--- src/rtl/multicycle_cu.sv ---
// Multicycle control sequencer for the RV32I-subset core (FETCH/DECODE/MEM/EXEC/WB).
// Optional memory handshake: define MCCU_MEM_WAIT_EN to add mem_ready stalls.
module multicycle_cu #(
  parameter logic [3:0] RESET_STATE = 4'd0
) (
  input  logic       clk,
  input  logic       rst_n,
`ifdef MCCU_MEM_WAIT_EN
  input  logic       mem_ready,
`endif
  input  logic [6:0] opcode,
  input  logic [2:0] funct3,
  input  logic       funct7,
  input  logic       zero,
  input  logic       sign,
  output logic       PCWrite,
  output logic       AdrSrc,
  output logic       IRWrite,
  output logic       MemWrite,
  output logic       RegWrite,
  output logic [1:0] ResultSrc,
  output logic [1:0] ALUSrcA,
  output logic [1:0] ALUSrcB,
  output logic [2:0] ALUControl,
  output logic [1:0] ImmSrc,
  output logic       illegal_op,
  output logic [3:0] state_o
);

  typedef enum logic [3:0] {
    FETCH    = 4'd0,
    DECODE   = 4'd1,
    MEMADR   = 4'd2,
    MEMREAD  = 4'd3,
    MEMWB    = 4'd4,
    MEMWRITE = 4'd5,
    EXECR    = 4'd6,
    EXECI    = 4'd7,
    ALUWB    = 4'd8,
    BRANCH   = 4'd9,
    JAL      = 4'd10
  } state_t;

  typedef struct packed {
    logic       pcupd;
    logic       branch;
    logic       adrsrc;
    logic       irwrite;
    logic       memwrite;
    logic       regwrite;
    logic [1:0] resultsrc;
    logic [1:0] alusrca;
    logic [1:0] alusrcb;
    logic [1:0] aluop;
  } ctrl_t;

  localparam logic [6:0] OP_LW  = 7'b0000011;
  localparam logic [6:0] OP_SW  = 7'b0100011;
  localparam logic [6:0] OP_R   = 7'b0110011;
  localparam logic [6:0] OP_I   = 7'b0010011;
  localparam logic [6:0] OP_BR  = 7'b1100011;
  localparam logic [6:0] OP_JAL = 7'b1101111;

  state_t state_q, state_d;
  ctrl_t  ctrl_q, ctrl_d;
  logic   hold;
  logic   opcode_ok;
  logic   cond;

  function automatic ctrl_t moore_ctrl(input state_t s);
    ctrl_t c;
    c = '0;
    case (s)
      FETCH: begin
        c.irwrite = 1'b1; c.alusrcb = 2'b10; c.resultsrc = 2'b10; c.pcupd = 1'b1;
      end
      DECODE:   begin c.alusrca = 2'b01; c.alusrcb = 2'b01; end
      MEMADR:   begin c.alusrca = 2'b10; c.alusrcb = 2'b01; end
      MEMREAD:  c.adrsrc = 1'b1;
      MEMWB:    begin c.resultsrc = 2'b01; c.regwrite = 1'b1; end
      MEMWRITE: begin c.adrsrc = 1'b1; c.memwrite = 1'b1; end
      EXECR:    begin c.alusrca = 2'b10; c.aluop = 2'b10; end
      EXECI:    begin c.alusrca = 2'b10; c.alusrcb = 2'b01; c.aluop = 2'b10; end
      ALUWB:    c.regwrite = 1'b1;
      BRANCH:   begin c.alusrca = 2'b10; c.aluop = 2'b01; c.branch = 1'b1; end
      JAL:      begin c.alusrca = 2'b01; c.alusrcb = 2'b10; c.pcupd = 1'b1; end
      default:  c = '0;
    endcase
    return c;
  endfunction

  always_comb begin
    opcode_ok = 1'b1;
    case (opcode)
      OP_LW, OP_SW, OP_R, OP_I, OP_BR, OP_JAL: opcode_ok = 1'b1;
      default:                                 opcode_ok = 1'b0;
    endcase
  end

`ifdef MCCU_MEM_WAIT_EN
  assign hold = ~mem_ready & ((state_q == FETCH) | (state_q == MEMREAD) | (state_q == MEMWRITE));
`else
  assign hold = 1'b0;
`endif

  always_comb begin
    state_d = FETCH;
    case (state_q)
      FETCH: state_d = DECODE;
      DECODE: begin
        case (opcode)
          OP_LW, OP_SW: state_d = MEMADR;
          OP_R:         state_d = EXECR;
          OP_I:         state_d = EXECI;
          OP_BR:        state_d = BRANCH;
          OP_JAL:       state_d = JAL;
          default:      state_d = FETCH;
        endcase
      end
      MEMADR:   state_d = (opcode == OP_LW) ? MEMREAD : MEMWRITE;
      MEMREAD:  state_d = MEMWB;
      EXECR:    state_d = ALUWB;
      EXECI:    state_d = ALUWB;
      JAL:      state_d = ALUWB;
      default:  state_d = FETCH;
    endcase
    if (hold) state_d = state_q;
    ctrl_d = moore_ctrl(state_d);
  end

  // Moore outputs are registered from the next state, so they line up with state_q.
  always_ff @(posedge clk) begin
    if (!rst_n) begin
      state_q <= state_t'(RESET_STATE);
      ctrl_q  <= moore_ctrl(state_t'(RESET_STATE));
    end else begin
      state_q <= state_d;
      ctrl_q  <= ctrl_d;
    end
  end

  always_comb begin
    cond = 1'b0;
    case ({funct3[2], funct3[0]})
      2'b00:   cond = zero;
      2'b01:   cond = ~zero;
      2'b10:   cond = sign;
      default: cond = 1'b0;
    endcase
  end

  always_comb begin
    ALUControl = 3'b000;
    case (ctrl_q.aluop)
      2'b01: ALUControl = (funct3 == 3'b000 || funct3 == 3'b001 || funct3 == 3'b100)
                          ? 3'b010 : 3'b000;
      2'b10: ALUControl = (funct3 == 3'b000 && opcode[5] && funct7) ? 3'b010 : funct3;
      default: ALUControl = 3'b000;
    endcase
  end

  always_comb begin
    ImmSrc = 2'b00;
    case (opcode)
      OP_SW:   ImmSrc = 2'b01;
      OP_BR:   ImmSrc = 2'b10;
      OP_JAL:  ImmSrc = 2'b11;
      default: ImmSrc = 2'b00;
    endcase
  end

  assign PCWrite   = rst_n & (ctrl_q.pcupd | (ctrl_q.branch & cond));
  assign IRWrite   = rst_n & ctrl_q.irwrite;
  assign MemWrite  = rst_n & ctrl_q.memwrite;
  assign RegWrite  = rst_n & ctrl_q.regwrite;
  assign AdrSrc    = ctrl_q.adrsrc;
  assign ResultSrc = ctrl_q.resultsrc;
  assign ALUSrcA   = ctrl_q.alusrca;
  assign ALUSrcB   = ctrl_q.alusrcb;
  // The opcode only becomes valid in DECODE (IR loads at the end of FETCH), so this flag is decoded live.
  assign illegal_op = rst_n & (state_q == DECODE) & ~opcode_ok;
  assign state_o    = state_q;

endmodule

--- config.mk ---
export PLATFORM = sky130hd
export DESIGN_NAME = multicycle_cu
export DESIGN_NICKNAME = d
export VERILOG_FILES = /design/src/rtl/multicycle_cu.sv
export SDC_FILE = /design/constraint.sdc
export NUM_CORES = 1
export LEC_CHECK = 0
export BUFFER_PORTS_ARGS = -buffer_cell sky130_fd_sc_hd__buf_2
export CORE_MARGIN = 1.5
export CORE_UTILIZATION = 38
export DETAILED_ROUTE_END_ITERATION = 12
export GPL_ROUTABILITY_DRIVEN = 1
export GPL_TIMING_DRIVEN = 0
export PLACE_DENSITY = 0.68
export SYNTH_ARGS = -nofsm -noshare
export SYNTH_HDL_FRONTEND = slang
export SYNTH_SLANG_ARGS = --single-unit
--- constraint.sdc ---
create_clock -name clk -period 2.1 [get_ports clk]
set_clock_uncertainty 0.2 [all_clocks]
set_input_delay 0 -clock clk [delete_from_list [all_inputs] [get_ports clk]]
set_output_delay 0 -clock clk [all_outputs]
set_load 0.02 [all_outputs]
==> results_dict.tcl, run 1 <==
set metrics [dict create \
    synthCells 109 \
    fin_ws_ps 124 \
    antenna_cells 0 \
    async_flop_share_pct 0 \
    crit_path_max_incr_delay_ps 350 \
    firstDrtPassIters 4 \
    post-route-min-period_ps 1980 \
    die_area_um2 2680 \
    synth_edf_count 0 \
    start_util_pct 40.4 \
    crit_top_cell "buf_4" \
    ant_nets 0 \
    antenna_found_initial 0 \
    ys_dominant_reg_cell "dfxtp_1" \
    tightest_slew_ps 529 \
    grt_max_degree 11 \
    synth_seq_cells 15 \
    maxSlewHeadroom_pct 64.5 \
    portBuffers 35 \
    synthToLayoutAreaGrowth_pct 34.8 \
    wl_per_cell_um 11.1 \
    max_clock_freq_ghz 0.506 \
    cp_slowest_cell "or3_1" \
    maxCapViolations 0 \
    crit_type "flip-flop to flip-flop" \
    clock_path_buffers 2 \
    core.rowCount 17 \
    grt_pass1_wl_mm 3.55 \
    rsz0062_at_grt "no" \
    grt_use_total_pct 17.7 \
    leakagePower_nw 0.608 \
    fin_util_pct 54.5 \
    seq_area_frac_synth_pct 33.3 \
    grt_overflow 0 \
    worstSkewPairLatency_ps 290 \
    synth_common_cells "dfxtp_1 (15), nand2_1 (9), and2_1 (8), inv_1 (8), nor3_1 (7)" \
    numCtsBuffers 3 \
    drive_above_1_share_pct 40.4 \
    cts_tree "yes" \
    yosysTopAreaCellShare_pct 33.3 \
    setup_viol 0 \
    synth_most_common_cell "dfxtp_1" \
    irDropWorstVdd_mv 0.331 \
    fin_crit_sh_pct 94.1 \
    remaining_drc_errors 0 \
    cp_max_fo 10 \
    p_per_area_nw_per_um2 474 \
    io_pins 36 \
    path_clk_slew_ps 90 \
    vias 940 \
    final_area_um2 1220 \
    slew_viol_final 0 \
    arrival_ps 1960 \
    drt-initial-drc-count 18 \
    status "completed" \
    crit_chain "buf_4 > or3_1 > o32ai_1 > buf_4 > nor3_1 > o21ai_1 > a21boi_1" \
    viasPerCell 5.11 \
    core-area_um2 2230 \
    synth_area_um2 902 \
    dp_slack_ps -45.4 \
    fp.dieW_um 51.7 \
    place_congestion 0.749 \
    yosys-top-cells-area "dfxtp_1 (33%), and2_1 (5.5%), buf_4 (5.0%)" \
    die_h_um 51.7 \
    hp-class "input pin to primary output" \
    start_kind "flip-flop" \
    grt_pass1_vias 865 \
    cts_root_buffer "clkbuf_4" \
    fin_nets 174 \
    cp-end-kind "flip-flop" \
    totalWireLength_mm 2.05 \
    cts_sinks 15 \
    synth.distinct_cells 40 \
    hpwl_mm 1.51 \
    rrSetupSlack_ps 120 \
    ys_warn_count 0 \
    power_uw 577 \
    crit_required_ps 2080 \
    syn_area_per_cell_um2 8.28 \
    hold_violations 0 \
    yosysTopAreaCell "dfxtp_1" \
    syn-num-nets 126 \
    cts_max_level 1 \
    postPlaceCellArea_um2 1110 \
]
-- critical path: cells and delay by family, from the launching register on --
kind	cells	cell delay, ps
buffers and inverters	2	360
DFF	1	320
and+or+nand+nor	2	420
AOI/OAI and AO/OA	3	570
-- metal layers --
metal / GRT usage [%] / wire length, um / up-vias
met5: 0 / 0 / -
met4: 9.21 / 44 / 0
met3: 3.45 / 88 / 6
met2: 32.3 / 1030 / 30
met1: 19.2 / 891 / 431
li1: - / - / 473
-- cells in the final DEF, fill, tap and decap left out, drive strengths merged, types with 2 or more instances in the layout --
cell / n
or2: 2
and2: 8
nand3: 2
nand2: 9
nand3b: 3
o21ai: 7
clkbuf: 4
or3: 3
nor3: 8
buf: 50
nor2b: 2
ha: 2
inv: 8
dfxtp: 15
a21oi: 3
nor2: 6
a21boi: 4
mux2i: 2
o41ai: 2
-- layout make-up --
class                   instances  area [um2]
fillers                       221        1020
inverters                       8        30.0
repair buffers                 43         241
multi-input cells              77         518
clock buffers                   3        22.5
clock inverters                 1        5.00
plain buffers                   9        61.3
flip-flops and latches         15         303
well taps                      28        35.0
-- metrics by stage --
step	TNS, ps	cells	hold slack, ps
2_1_floorplan	0	109	-78.0
3_3_place_gp	-138	172	121
3_5_place_dp	-107	172	130
4_1_cts	0	183	138
5_1_grt	0	184	163
6_report	0	184	135
-- flip-flops by register name (all words and copies together), names as in the netlist --
register	cells
ALUSrcA	2
ALUSrcB	1
AdrSrc	1
ResultSrc	1
ctrl_q	6
state_o	4
-- repair_timing --
action / CTS / global route
hold buffers: 1 / 0
buffers inserted: 6 / 1
endpoints found under the hold margin: 10 / 0
setup endpoints to repair: 4 / 5
gates cloned: 0 / 0
gates resized for setup: 5 / 2
pin swaps: 5 / 2
-- path summary, 6_finish.rpt --
check                                start         end  depth (start not counted)
worst min-delay path             opcode[4]   ImmSrc[0]                          3
worst min register to register  state_o[1]      AdrSrc                          2
worst max register to register  state_o[3]  ALUSrcB[0]                          7
worst max-delay path            state_o[3]  ALUSrcB[0]                          7
-- cell families (layout without fill, tap and decap cells) --
| logic type | after synthesis | after routing | share of synthesized area [%] |
|---|---|---|---|
| and+or+nand+nor | 51 | 51 | 33.6 |
| buffers and inverters | 17 | 64 | 9.85 |
| AOI/OAI and AO/OA | 21 | 21 | 17.3 |
| xor gates and xnor gates | 1 | 1 | 0.971 |
| DFF | 15 | 15 | 33.3 |
| muxes | 2 | 2 | 2.22 |
| adders and majority gates | 2 | 2 | 2.77 |
-- power by group --
group          switching [mW]  leakage, nW  internal (mW)
logic                  0.0637        0.467         0.0495
clock network          0.0945       0.0177         0.0709
registers             0.00549        0.124          0.293
total                   0.164        0.608          0.413
(Power assumes the default switching activity.)
==> run 2: changes to the inputs <==
- RECOVER_POWER: default -> 25
==> run 2 against run 1 <==
- register-to-register slack is essentially flat
- worst hold slack is essentially flat
- clock power is essentially flat
- largest power group unchanged
==> results_dict.tcl, run 2 (synthesis results as in run 1) <==
set metrics [dict create \
    arrival_ps 2000 \
    fin_util_pct 54.0 \
    max_clock_freq_ghz 0.506 \
    crit_required_ps 2120 \
    cts_sinks 15 \
    grt_use_total_pct 17.7 \
    p_per_area_nw_per_um2 477 \
    hp-class "input pin to primary output" \
    start_kind "flip-flop" \
    viasPerCell 5.08 \
    grtUsageMet3_pct 3.45 \
    grt_pass1_vias 865 \
    n_fill_cell 225 \
    regToRegEndpoint "ALUSrcA[1]" \
    regMostFlops "ctrl_q" \
    rr_worst_depth 7 \
    fin_crit_sh_pct 94.1 \
    fin_nets 174 \
    post-route-min-period_ps 1980 \
    ant_nets 0 \
    die_area_um2 2680 \
    p_clk_share_pct 28.7 \
    internal_power_uw 412 \
    start_util_pct 40.4 \
    final_cells 184 \
    tightest_slew_ps 520 \
    cts_max_level 1 \
    totalWireLength_mm 2.05 \
    leakagePower_nw 0.577 \
    io_pins 36 \
    p_switching_uw 164 \
    final_common_cell "buf_2" \
    path_clk_slew_ps 90 \
    crit_type "flip-flop to flip-flop" \
    rsz0062_at_grt "no" \
    hold_start "opcode[4]" \
    largest_reg_flops 6 \
    min_to "ImmSrc[0]" \
    core.rowCount 17 \
    comb_power_share_pct 19.5 \
    setup_viol 0 \
    grt_overflow 0 \
    hold_depth 3 \
    fin_ws_ps 123 \
    cp-end-kind "flip-flop" \
    rr_startpoint "state_o[0]" \
    portBuffers 35 \
    rrSetupSlack_ps 120 \
    status "completed" \
    worstSkewPairLatency_ps 280 \
    dp.cells 172 \
    use_met1_pct 19.2 \
    wl_per_cell_um 11.1 \
    numCtsBuffers 3 \
    cts_tree "yes" \
    clock_path_buffers 2 \
    grt_pass1_wl_mm 3.55 \
    hold_ws_ps 135 \
    p_sw_share_pct 28.5 \
    pwr-share-seq_pct 51.8 \
    fp.dieW_um 51.7 \
    drt-initial-drc-count 18 \
    grt_max_degree 11 \
    hold_violations 0 \
    cts_root_buffer "clkbuf_4" \
    antenna_cells 0 \
    core-area_um2 2230 \
    dp_slack_ps -45.4 \
    power_uw 575 \
    maxSlewHeadroom_pct 65.1 \
    firstDrtPassIters 4 \
    vias 935 \
    cp_max_fo 10 \
    grt_use_met2_pct 32.3 \
    top_usage_layer "met2" \
    irDropWorstVdd_mv 0.326 \
    synthToLayoutAreaGrowth_pct 33.7 \
    place_congestion 0.749 \
    slew_viol_final 0 \
    drive_above_1_share_pct 35.3 \
    remaining_drc_errors 0 \
    mostFrequentLayoutCells "buf_2 (28), dfxtp_1 (13), buf_4 (13), nand2_1 (9), clkbuf_1 (9)" \
    antenna_found_initial 0 \
    die_h_um 51.7 \
    maxCapViolations 0 \
    hpwl_mm 1.51 \
]
## run 2: cell types whose count changed in the layout (fill, tap and decap cells not counted)
cell	before	now
clkbuf_1	1	9
buf_2	36	28
## run 2: layout make-up
type / instances / area [um2] / area share, %
timing repair buffer: 43 / 231 / 19.2
multi-input combinational: 77 / 518 / 42.9
sequential: 15 / 303 / 25.1
clock buffer: 3 / 22.5 / 1.87
tap: 28 / 35.0 / 2.90
buffer: 9 / 61.3 / 5.08
inverter: 8 / 30.0 / 2.49
clock inverter: 1 / 5.00 / 0.415
## run 2: power by group through the flow
stage	Combinational [mW]	Clock, mW	Sequential, mW
2_1_floorplan	0.0652	0	0.306
3_3_place_gp	0.106	0	0.305
3_5_place_dp	0.109	0	0.305
4_1_cts	0.112	0.172	0.298
5_1_grt	0.124	0.185	0.300
6_report	0.112	0.165	0.298
## run 2: through the flow
stage	instance area, um2	setup TNS, ps
2_1_floorplan	902	0
3_3_place_gp	1110	-138
3_5_place_dp	1110	-107
4_1_cts	1210	0
5_1_grt	1210	0
6_report	1210	0
## run 2: critical path: stages (launching register included)
cell	delay, ps
dfxtp_1	380
nor4_1	270
and2_1	230
nand2_1	70
a21oi_1	240
buf_2	260
o21ai_0	120
a21boi_1	150
## run 2: worst max-delay path by stage
stage                             to  slack (ps)  cells past startpoint  startpoint
after global placement    ctrl_q[13]         -60                      6  state_o[3]
final                     ALUSrcA[1]         120                      7  state_o[0]
after CTS                 ALUSrcB[0]           1                      7  state_o[2]
after floorplan           ALUSrcB[0]          20                      6  state_o[3]
after detailed placement  ctrl_q[13]         -50                      6  state_o[3]
after global routing      ALUSrcA[1]           3                      7  state_o[0]
## run 2: timing repair
item / CTS / global route
endpoints found under the hold margin: 10 / 0
setup buffers: 6 / 1
hold buffers: 1 / 0
endpoints found under the setup margin: 4 / 5
resized for setup: 5 / 2
pin swaps: 5 / 2
## run 2: per-layer routing
layer / vias up / wire length, um / part of all wire (%)
met5: - / 0 / 0
met4: 0 / 42 / 2.1
met3: 6 / 80 / 3.9
met2: 27 / 1030 / 50
met1: 428 / 891 / 44
li1: 474 / - / -
==> run 3: changes to the inputs <==
- ABC_AREA: default -> 1
- BUFFER_PORTS_ARGS: -buffer_cell sky130_fd_sc_hd__buf_2 -> -buffer_cell sky130_fd_sc_hd__buf_4
- PLACE_DENSITY: 0.68 -> default
- PLACE_DENSITY_LB_ADDON: default -> 0.15
==> run 3 against run 2 <==
- register-to-register slack improved by 390 ps
- flip-flop and latch count did not move
- area after synthesis grew 3.1%
- critical endpoint is now illegal_op
- largest cell class unchanged
- highest routed layer unchanged
==> results_dict.tcl, run 3 <==
set metrics [dict create \
    status "completed" \
    clock_path_buffers 2 \
    maxSlewHeadroom_pct 79.6 \
    crit_path_max_incr_delay_ps 420 \
    seq_area_frac_synth_pct 32.3 \
    max_clock_freq_ghz 0.586 \
    ant_nets 0 \
    postPlaceCellArea_um2 1230 \
    fin_crit_sh_pct 81.2 \
    hold_buffers 6 \
    grt_use_total_pct 17.8 \
    post_cts_resized 0 \
    final_common_cell "buf_4" \
    synthToLayoutAreaGrowth_pct 38.1 \
    cp-end-kind "primary output" \
    core-area_um2 2250 \
    crit_required_ps 1900 \
    numCtsBuffers 3 \
    mostFrequentLayoutCells "buf_4 (33), nand2_1 (25), inv_1 (24), dfxtp_1 (15), nor2_1 (13)" \
    hpwl_mm 1.62 \
    setup_viol 0 \
    synth_common_cells "nand2_1 (25), inv_1 (24), dfxtp_1 (15)" \
    fp.dieW_um 52.5 \
    portBuffers 35 \
    start_util_pct 41.2 \
    drive_above_1_share_pct 33.7 \
    hold_depth 4 \
    final_area_um2 1280 \
    hold_violations 0 \
    synthCells 136 \
    start_kind "flip-flop" \
    core.rowCount 17 \
    n_fill_cell 245 \
    rr_startpoint "state_o[0]" \
    syn_area_per_cell_um2 6.84 \
    min_to "ALUControl[0]" \
    rsz0062_at_grt "no" \
    yosys-top-cells-area "dfxtp_1 (32%), nand2_1 (10%), inv_1 (9.7%)" \
    syn-num-nets 153 \
    vias 961 \
    viasPerCell 4.60 \
    final_cells 209 \
    antenna_found_initial 0 \
    grt_pass1_wl_mm 3.56 \
    post-route-min-period_ps 1710 \
    antenna_cells 0 \
    rrSetupSlack_ps 510 \
    cts_root_buffer "clkbuf_4" \
    p_per_area_nw_per_um2 468 \
    wl_per_cell_um 10.0 \
    largest_reg_flops 6 \
    maxCapViolations 0 \
    leakagePower_nw 0.679 \
    crit_type "flip-flop to primary output" \
    totalWireLength_mm 2.10 \
    synth.distinct_cells 24 \
    grt_pass1_vias 870 \
    async_flop_share_pct 0 \
    cts_max_level 1 \
    hold_start "funct3[0]" \
    die_area_um2 2750 \
    ys_dominant_reg_cell "dfxtp_1" \
    regToRegEndpoint "ALUSrcB[0]" \
    firstDrtPassIters 4 \
    regArea_um2 300 \
    worstSkewPairLatency_ps 290 \
    hp-class "input pin to primary output" \
    slew_viol_final 0 \
    tightest_slew_ps 306 \
    cp_max_fo 4 \
    synth_area_um2 930 \
    cp_slowest_cell "dfxtp_1" \
    yosysTopAreaCellShare_pct 32.3 \
    irDropWorstVdd_mv 0.328 \
    io_pins 36 \
    arrival_ps 1510 \
    dp.cells 199 \
    synth_seq_cells 15 \
    hold_ws_ps 86.7 \
    synth_most_common_cell "nand2_1" \
    ys_warn_count 0 \
    drt-initial-drc-count 14 \
    grt_max_degree 11 \
    remaining_drc_errors 0 \
    grt_overflow 0 \
    die_h_um 52.5 \
    cts_setup_buffers 0 \
    rr_worst_depth 9 \
    cts_tree "yes" \
    place_congestion 0.790 \
    synth_edf_count 0 \
    cts_sinks 15 \
    path_clk_slew_ps 90 \
    crit_chain "inv_2 > nor3_4 > nand2_1 > nor3b_1 > buf_4" \
    timing.setup.tns_ps 0 \
    multiInputGateArea_um2 458 \
    regMostFlops "ctrl_q" \
    yosysTopAreaCell "dfxtp_1" \
    fin_nets 199 \
]
## run 3: cell types whose count changed after synthesis, sizes merged, moves of 4 or more
cell    before  now
nor3         8    2
a21boi       4    0
nand2        9   33
nor2         6   18
nand3        2   11
and2         8    0
inv          8   30
## run 3: worst max path at each step
stage	start	endpoint	slack [ps]	cells past startpoint
after global placement	state_o[0]	ALUSrcB[0]	530	10
after CTS	state_o[0]	illegal_op	390	5
final	state_o[0]	illegal_op	390	5
after global routing	opcode[2]	ALUSrcB[0]	270	11
after floorplan	state_o[0]	illegal_op	470	4
after detailed placement	state_o[0]	ALUSrcB[0]	540	9
## run 3: cell type report
| cell class | instances | share of cell area, % |
|---|---|---|
| multi-input cells | 84 | 35.7 |
| plain buffers | 7 | 4.58 |
| well taps | 28 | 2.73 |
| flip-flops and latches | 15 | 23.4 |
| inverters | 30 | 8.77 |
| repair buffers | 41 | 22.8 |
| clock buffers | 4 | 2.05 |
## run 3: per-stage QoR
step	setup slack, ps	util [%]	power (mW)
after floorplan	472	-	0.379
after CTS	388	58.3	0.606
after global placement	525	54.4	0.429
final	394	56.9	0.601
after detailed placement	535	54.4	0.432
after global routing	270	56.9	0.636
## run 3: logic make-up after synthesis
group	after synthesis	share of synthesized area [%]
buffers and inverters	37	18.4
AO/OA/AOI/OAI	12	7.67
XOR/XNOR	1	0.942
adder cells (fa/ha/maj)	2	2.69
flip-flops	15	32.3
AND/OR/NAND/NOR	69	38.0
## run 3: where the power goes
| part | total, mW | internal (mW) | switching (mW) |
|---|---|---|---|
| combinational | 0.133 | 0.0628 | 0.0698 |
| sequential | 0.297 | 0.293 | 0.00453 |
| clock | 0.171 | 0.0740 | 0.0969 |
| total | 0.601 | 0.429 | 0.171 |
## run 3: critical path, delay by kind of cell, from the launching register on
| family | cells | cell delay, ps |
|---|---|---|
| buf+inv | 2 | 260 |
| flops | 1 | 420 |
| simple gates | 3 | 550 |
## run 3: routing by layer
metal,vias to the layer above,GRT usage (%),share of wire (%),wire length (um)
met3,5,3.43,5.3,111
met1,427,20.9,46,974
met2,25,31.0,47,979
met5,-,0,0,0
li1,504,-,-,-
met4,0,7.69,1.5,31
